[src/rtl/ball_controller_if.sv]
// Handshake/status bundle between the ball controller and its neighbours.
// The master side drives the per-frame event inputs; the slave side is the controller.
interface ball_controller_if;
    logic       i_FrameTick;
    logic       i_Start;
    logic       i_XDir;
    logic       i_YDir;
    logic       i_PaddleHit;
    logic       i_Miss;
    logic [9:0] o_BallX;
    logic [9:0] o_BallY;
    logic [2:0] o_Speed;
    logic [1:0] o_Misses;
    logic [1:0] o_State;

    modport master (
        output i_FrameTick, i_Start, i_XDir, i_YDir, i_PaddleHit, i_Miss,
        input  o_BallX, o_BallY, o_Speed, o_Misses, o_State
    );

    modport slave (
        input  i_FrameTick, i_Start, i_XDir, i_YDir, i_PaddleHit, i_Miss,
        output o_BallX, o_BallY, o_Speed, o_Misses, o_State
    );
endinterface

[src/rtl/ball_controller.sv]
// Pong ball controller: IDLE/SERVE/PLAY sequencing, clamped per-frame motion, miss counting.
// Optional BALL_SPEEDUP_EN adds a speed increase every fourth paddle hit.
module ball_controller #(
    parameter int H_AREA       = 640,
    parameter int V_AREA       = 480,
    parameter int BALL_SIZE    = 8,
    parameter int SERVE_FRAMES = 60,
    parameter int BASE_SPEED   = 1,
    parameter int MAX_SPEED    = 4,
    parameter int MAX_MISSES   = 3
) (
    input  logic               i_Clk,
    input  logic               i_Reset,
    ball_controller_if.slave   bus
);
    localparam int CNT_W = $clog2(SERVE_FRAMES + 1);

    localparam logic [9:0]        START_X    = 10'((H_AREA - BALL_SIZE) / 2);
    localparam logic [9:0]        START_Y    = 10'((V_AREA - BALL_SIZE) / 2);
    localparam logic signed [10:0] X_MAX_S   = 11'(H_AREA - BALL_SIZE);
    localparam logic signed [10:0] Y_MAX_S   = 11'(V_AREA - BALL_SIZE);
    localparam logic [2:0]        BASE_SPD   = 3'(BASE_SPEED);
    localparam logic [1:0]        MAX_M      = 2'(MAX_MISSES);
    localparam logic [CNT_W-1:0]  SERVE_LAST = CNT_W'(SERVE_FRAMES - 1);

    typedef enum logic [1:0] {S_IDLE = 2'd0, S_SERVE = 2'd1, S_PLAY = 2'd2} state_e;

    state_e            state_q, state_d;
    logic [9:0]        x_q, x_d, y_q, y_d;
    logic [2:0]        speed_q, speed_d;
    logic [1:0]        misses_q, misses_d;
    logic [CNT_W-1:0]  frame_cnt_q, frame_cnt_d;
    logic [1:0]        misses_inc;
    logic              serve_entry;
    logic signed [10:0] x_mv, y_mv;
    logic [9:0]        x_nx, y_nx;
`ifdef BALL_SPEEDUP_EN
    localparam logic [2:0] MAX_SPD = 3'(MAX_SPEED);
    logic [1:0]        hit_cnt_q, hit_cnt_d;
`else
    logic              unused_paddle_hit;
    assign unused_paddle_hit = bus.i_PaddleHit;
`endif

    assign misses_inc = (misses_q == MAX_M) ? misses_q : misses_q + 2'd1;

    always_ff @(posedge i_Clk) begin
        if (i_Reset) begin
            state_q     <= S_IDLE;
            x_q         <= START_X;
            y_q         <= START_Y;
            speed_q     <= BASE_SPD;
            misses_q    <= '0;
            frame_cnt_q <= '0;
`ifdef BALL_SPEEDUP_EN
            hit_cnt_q   <= '0;
`endif
        end else begin
            state_q     <= state_d;
            x_q         <= x_d;
            y_q         <= y_d;
            speed_q     <= speed_d;
            misses_q    <= misses_d;
            frame_cnt_q <= frame_cnt_d;
`ifdef BALL_SPEEDUP_EN
            hit_cnt_q   <= hit_cnt_d;
`endif
        end
    end

    always_comb begin
        state_d = state_q;
        case (state_q)
            S_IDLE:  if (bus.i_Start) state_d = S_SERVE;
            S_SERVE: if (bus.i_FrameTick && frame_cnt_q == SERVE_LAST) state_d = S_PLAY;
            S_PLAY:  if (bus.i_Miss) state_d = (misses_inc == MAX_M) ? S_IDLE : S_SERVE;
            default: state_d = S_IDLE;
        endcase
    end

    assign serve_entry = (state_d == S_SERVE) && (state_q != S_SERVE);

    always_comb begin
        // Signed 11-bit step so a move past the left/top edge shows up negative before clamping.
        x_mv = bus.i_XDir ? $signed({1'b0, x_q}) + $signed({8'd0, speed_q})
                          : $signed({1'b0, x_q}) - $signed({8'd0, speed_q});
        y_mv = bus.i_YDir ? $signed({1'b0, y_q}) + $signed({8'd0, speed_q})
                          : $signed({1'b0, y_q}) - $signed({8'd0, speed_q});
        if (x_mv < 11'sd0)        x_nx = '0;
        else if (x_mv > X_MAX_S)  x_nx = X_MAX_S[9:0];
        else                      x_nx = x_mv[9:0];
        if (y_mv < 11'sd0)        y_nx = '0;
        else if (y_mv > Y_MAX_S)  y_nx = Y_MAX_S[9:0];
        else                      y_nx = y_mv[9:0];

        x_d         = x_q;
        y_d         = y_q;
        speed_d     = speed_q;
        misses_d    = misses_q;
        frame_cnt_d = frame_cnt_q;
`ifdef BALL_SPEEDUP_EN
        hit_cnt_d   = hit_cnt_q;
`endif
        case (state_q)
            S_IDLE: begin
                x_d = START_X;
                y_d = START_Y;
                if (bus.i_Start) misses_d = '0;
            end
            S_SERVE: if (bus.i_FrameTick) frame_cnt_d = frame_cnt_q + CNT_W'(1);
            S_PLAY: begin
                // A miss pre-empts both motion and hit counting in the same cycle.
                if (bus.i_Miss) begin
                    misses_d = misses_inc;
                    x_d      = START_X;
                    y_d      = START_Y;
                end else begin
                    if (bus.i_FrameTick) begin
                        x_d = x_nx;
                        y_d = y_nx;
                    end
`ifdef BALL_SPEEDUP_EN
                    if (bus.i_PaddleHit) begin
                        hit_cnt_d = hit_cnt_q + 2'd1;
                        if (hit_cnt_q == 2'd3 && speed_q < MAX_SPD) speed_d = speed_q + 3'd1;
                    end
`endif
                end
            end
            default: ;
        endcase

        if (serve_entry) begin
            x_d         = START_X;
            y_d         = START_Y;
            speed_d     = BASE_SPD;
            frame_cnt_d = '0;
`ifdef BALL_SPEEDUP_EN
            hit_cnt_d   = '0;
`endif
        end
    end

    assign bus.o_BallX  = x_q;
    assign bus.o_BallY  = y_q;
    assign bus.o_Speed  = speed_q;
    assign bus.o_Misses = misses_q;
    assign bus.o_State  = state_q;
endmodule
[src/flat_wrapper.sv]
// flat-port wrapper written by rule: the top's interface ports become plain ports
module ball_controller_flat 
#(
    parameter int H_AREA       = 640,
    parameter int V_AREA       = 480,
    parameter int BALL_SIZE    = 8,
    parameter int SERVE_FRAMES = 60,
    parameter int BASE_SPEED   = 1,
    parameter int MAX_SPEED    = 4,
    parameter int MAX_MISSES   = 3
)
  (i_Clk, i_Reset, bus_i_FrameTick, bus_i_Start, bus_i_XDir, bus_i_YDir, bus_i_PaddleHit, bus_i_Miss, bus_o_BallX, bus_o_BallY, bus_o_Speed, bus_o_Misses, bus_o_State);
  ball_controller_if bus_i ();
  input  logic i_Clk;
  input  logic i_Reset;
  input wire logic [$bits(bus_i.i_FrameTick)-1:0] bus_i_FrameTick;
  input wire logic [$bits(bus_i.i_Start)-1:0] bus_i_Start;
  input wire logic [$bits(bus_i.i_XDir)-1:0] bus_i_XDir;
  input wire logic [$bits(bus_i.i_YDir)-1:0] bus_i_YDir;
  input wire logic [$bits(bus_i.i_PaddleHit)-1:0] bus_i_PaddleHit;
  input wire logic [$bits(bus_i.i_Miss)-1:0] bus_i_Miss;
  output wire logic [$bits(bus_i.o_BallX)-1:0] bus_o_BallX;
  output wire logic [$bits(bus_i.o_BallY)-1:0] bus_o_BallY;
  output wire logic [$bits(bus_i.o_Speed)-1:0] bus_o_Speed;
  output wire logic [$bits(bus_i.o_Misses)-1:0] bus_o_Misses;
  output wire logic [$bits(bus_i.o_State)-1:0] bus_o_State;
  assign bus_i.i_FrameTick = bus_i_FrameTick;
  assign bus_i.i_Start = bus_i_Start;
  assign bus_i.i_XDir = bus_i_XDir;
  assign bus_i.i_YDir = bus_i_YDir;
  assign bus_i.i_PaddleHit = bus_i_PaddleHit;
  assign bus_i.i_Miss = bus_i_Miss;
  assign bus_o_BallX = bus_i.o_BallX;
  assign bus_o_BallY = bus_i.o_BallY;
  assign bus_o_Speed = bus_i.o_Speed;
  assign bus_o_Misses = bus_i.o_Misses;
  assign bus_o_State = bus_i.o_State;
  ball_controller #(.H_AREA(H_AREA), .V_AREA(V_AREA), .BALL_SIZE(BALL_SIZE), .SERVE_FRAMES(SERVE_FRAMES), .BASE_SPEED(BASE_SPEED), .MAX_SPEED(MAX_SPEED), .MAX_MISSES(MAX_MISSES)) u_core (.i_Clk(i_Clk), .i_Reset(i_Reset), .bus(bus_i));
endmodule
[config.mk]
export PLATFORM = sky130hd
export DESIGN_NAME = ball_controller_flat
export DESIGN_NICKNAME = d
export VERILOG_FILES = /design/src/rtl/ball_controller_if.sv /design/src/rtl/ball_controller.sv /design/src/flat_wrapper.sv
export SDC_FILE = /design/constraint.sdc
export NUM_CORES = 1
export LEC_CHECK = 0
export BUFFER_PORTS_ARGS = -buffer_cell sky130_fd_sc_hd__buf_2
export CAP_MARGIN = 20
export CORE_ASPECT_RATIO = 1.25
export CORE_MARGIN = 2
export CORE_UTILIZATION = 25
export DETAILED_ROUTE_END_ITERATION = 7
export HOLD_SLACK_MARGIN = 0.06
export MAX_ROUTING_LAYER = met4
export PLACE_DENSITY = 0.39
export SKIP_LAST_GASP = 1
export SLEW_MARGIN = 5
export SYNTH_ARGS = -nofsm -noshare
export SYNTH_HDL_FRONTEND = slang
export SYNTH_SLANG_ARGS = --single-unit
[constraint.sdc]
create_clock -name i_Clk -period 2.5 [get_ports i_Clk]
set_input_delay 0.375 -clock i_Clk [delete_from_list [all_inputs] [get_ports i_Clk]]
set_output_delay 0.375 -clock i_Clk [all_outputs]
set_load 0.005 [all_outputs]
==> out/qor.csv <==
metric,value,unit
synth_area_per_cell,8.53,um^2
clock_sinks,30,
track_usage,14.6,%
synth.largest_area_cell,dfxtp_1,
finalInstanceArea,3670,um^2
setup_viol,0,
async_flop_share,0,%
synth_top_family_by_area,compound AO/OA/AOI/OAI gates,
netlist_instances,286,
final_util,38.4,%
synth_edf_count,0,
place.gp.congestion,0.799,
ir_worst_vdd,0.206,mV
drt_pre_antenna_iters,4,
min_period,2.44,ns
synthFlopType,dfxtp_1,
slew_headroom,55.9,%
area_growth,50.4,%
clk_latency,0.27,ns
hold_viol,0,
pwr-share-clk,39.5,%
synth_top_area_share,24.6,%
grt_pass1_vias,2471,
cts_buffer_depth,2,
cts_hold_buf,0,
antenna_found_initial,0,
cts_buffers,5,
drtAntennaViolNets,0,
seq_power_share,32.2,%
core,9560,um^2
post-route-drc-count,0,
drive_above_1_share,38.1,%
grt_pass1_wl,12000,um
p_int,0.00110,W
power_density,416,nW/um^2
initial_core_util,25.5,%
worst_slew_pin_slew,0.660,ns
fin_cells,528,
cts_root_buffer,clkbuf_16,
cp_max_fo,10,
skew,0.00258,ns
switching_power,0.000423,W
hold_path_class,input port to flip-flop,
wirelength,7560,um
drv_slew,0,
vias,2597,
syn_area,2440,um^2
first_iter_violations,59,
cts.htree.levels,2,
worstPathRequired,2.66,ns
dp_cells,517,
reg2reg_slack,0.11,ns
mostFrequentLayoutCells,"buf_4, buf_2, dfxtp_1",
post_drt_wl_per_cell,14.3,um
synth-xor-area-share,5.03,%
synth_compound_area_share,33.4,%
grt.overflow.total,0,
critPathArrivalTime,2.60,ns
synthTopCellsByArea,"dfxtp_1, ha_1, a21oi_1, nor2_1, o21ai_0",
rsz0062_at_grt,yes,
leakage,1.57,nW
tritoncts,done,
path_class,input port to flip-flop,
timing.final.crit_share,97.7,%
synthSimpleGateAreaFrac,20.4,%
hold_slack,0.370,ns
grt_max_degree,12,
num_rows,40,
yosys.cell_types.count,60,
outcome,"complete, no violations",
numPortBuffers,30,
die-area,10600,um^2
dieWidth,92.3,um
diodes,0,
nNetsFinal,432,
synthMuxAreaShare,1.23,%
fin_setup_tns,0,ns
synthAdderAreaFrac,12.4,%
critPathLaunchType,input port,
drv_cap,0,
die_y,114,um
critPathCaptureType,flip-flop,
comb_power_share,28.3,%
final_common_cell,buf_4,
ys_seq_area_share,24.6,%
fmax,409,MHz
postPlaceCellArea,3390,um^2
ys_warn_count,0,
viasPerCell,4.92,
swShare,27.7,%
hpwlAfterDp,6110,um
clk_pin_slew,0.05,ns
ys_ff_latch,30,
ios,35,
## worst paths after layout
path	endpoint	cells past startpoint	from
worst max-delay path	u_core.bus.o_BallX[2]$_SDFFE_PP1P_	11	bus_i_XDir
worst min-delay path	u_core.bus.o_Misses[1]$_SDFFE_PP0P_	2	i_Reset
worst max register to register	u_core.bus.o_BallX[2]$_SDFFE_PP1P_	7	u_core.bus.o_BallX[1]$_SDFFE_PP0P_
worst min register to register	u_core.bus.o_Misses[1]$_SDFFE_PP0P_	2	u_core.bus.o_Misses[0]$_SDFFE_PP0P_
## layout make-up
cell class | instances | area [um^2]
clock buffer | 7 | 143
clock inverter | 1 | 5.00
fill | 992 | 5890
inverter | 8 | 37.5
multi-input combinational | 243 | 1920
sequential | 30 | 601
tap | 126 | 158
timing repair buffer | 113 | 806
## cells by family (layout without fill, tap and decap cells)
kind of cell | count (synthesis) | count (layout)
AOI/OAI and AO/OA | 104 | 104
and+or+nand+nor | 96 | 96
DFF | 30 | 30
adders and majority gates | 23 | 23
xor gates and xnor gates | 14 | 14
buffers and inverters | 14 | 129
muxes | 3 | 3
other | 2 | 3
## power by group through the flow
stage | registers, W | logic [W] | clock network (W)
floorplan | 0.000499 | 0.000236 | 0
global placement | 0.000502 | 0.000408 | 0
detailed placement | 0.000502 | 0.000408 | 0
CTS | 0.000492 | 0.000413 | 0.000619
global route | 0.000493 | 0.000472 | 0.000639
finish | 0.000492 | 0.000432 | 0.000603
## per-stage QoR
stage,total power [W],worst slack (ns)
after floorplan,0.000734,-0.0258
after global routing,0.00160,-0.0318
after detailed placement,0.000910,-0.286
after CTS,0.00152,0.0214
after global placement,0.000910,-0.266
final,0.00153,0.0578
## cell usage after synthesis, drive strengths merged (4+ instances only)
master,number
nand3,5
o21ai,17
ha,21
nor3b,5
a21o,7
xor2,6
o22ai,4
and3,9
a221o,5
nor3,8
nor2,26
o21a,4
xnor2,8
nand2,16
dfxtp,30
nor2b,5
a211oi,6
a21oi,22
nand2b,6
inv,8
## registers in the layout (all words and copies together), names as in the netlist
name	flops
u_core.bus.o_State	2
u_core.frame_cnt_q	6
u_core.bus.o_BallY	10
u_core.bus.o_BallX	10
u_core.bus.o_Misses	2
## critical path, cell delays in order
cell and delay (ns):
buf_2 0.11, clkinvlp_4 0.09, buf_12 0.15, fa_2 0.36, a21o_1 0.20, a221oi_2 0.23, buf_4 0.19, o2111ai_1 0.12
mux2i_2 0.26, o32ai_4 0.18, a221o_1 0.32
## routing by layer
layer  wire [um]  global-route usage, %
met4         164                   5.67
met5           0                      -
met3         128                   1.38
met2        3950                   26.3
met1        3310                   16.6
## repair_timing
action | CTS | global route
cloned | 0 | 0
pin swaps | 0 | 6
setup endpoints to repair | 1 | 14
setup buffers | 0 | 3
gates resized for setup | 1 | 15
Power figures use the tool's default switching activity.
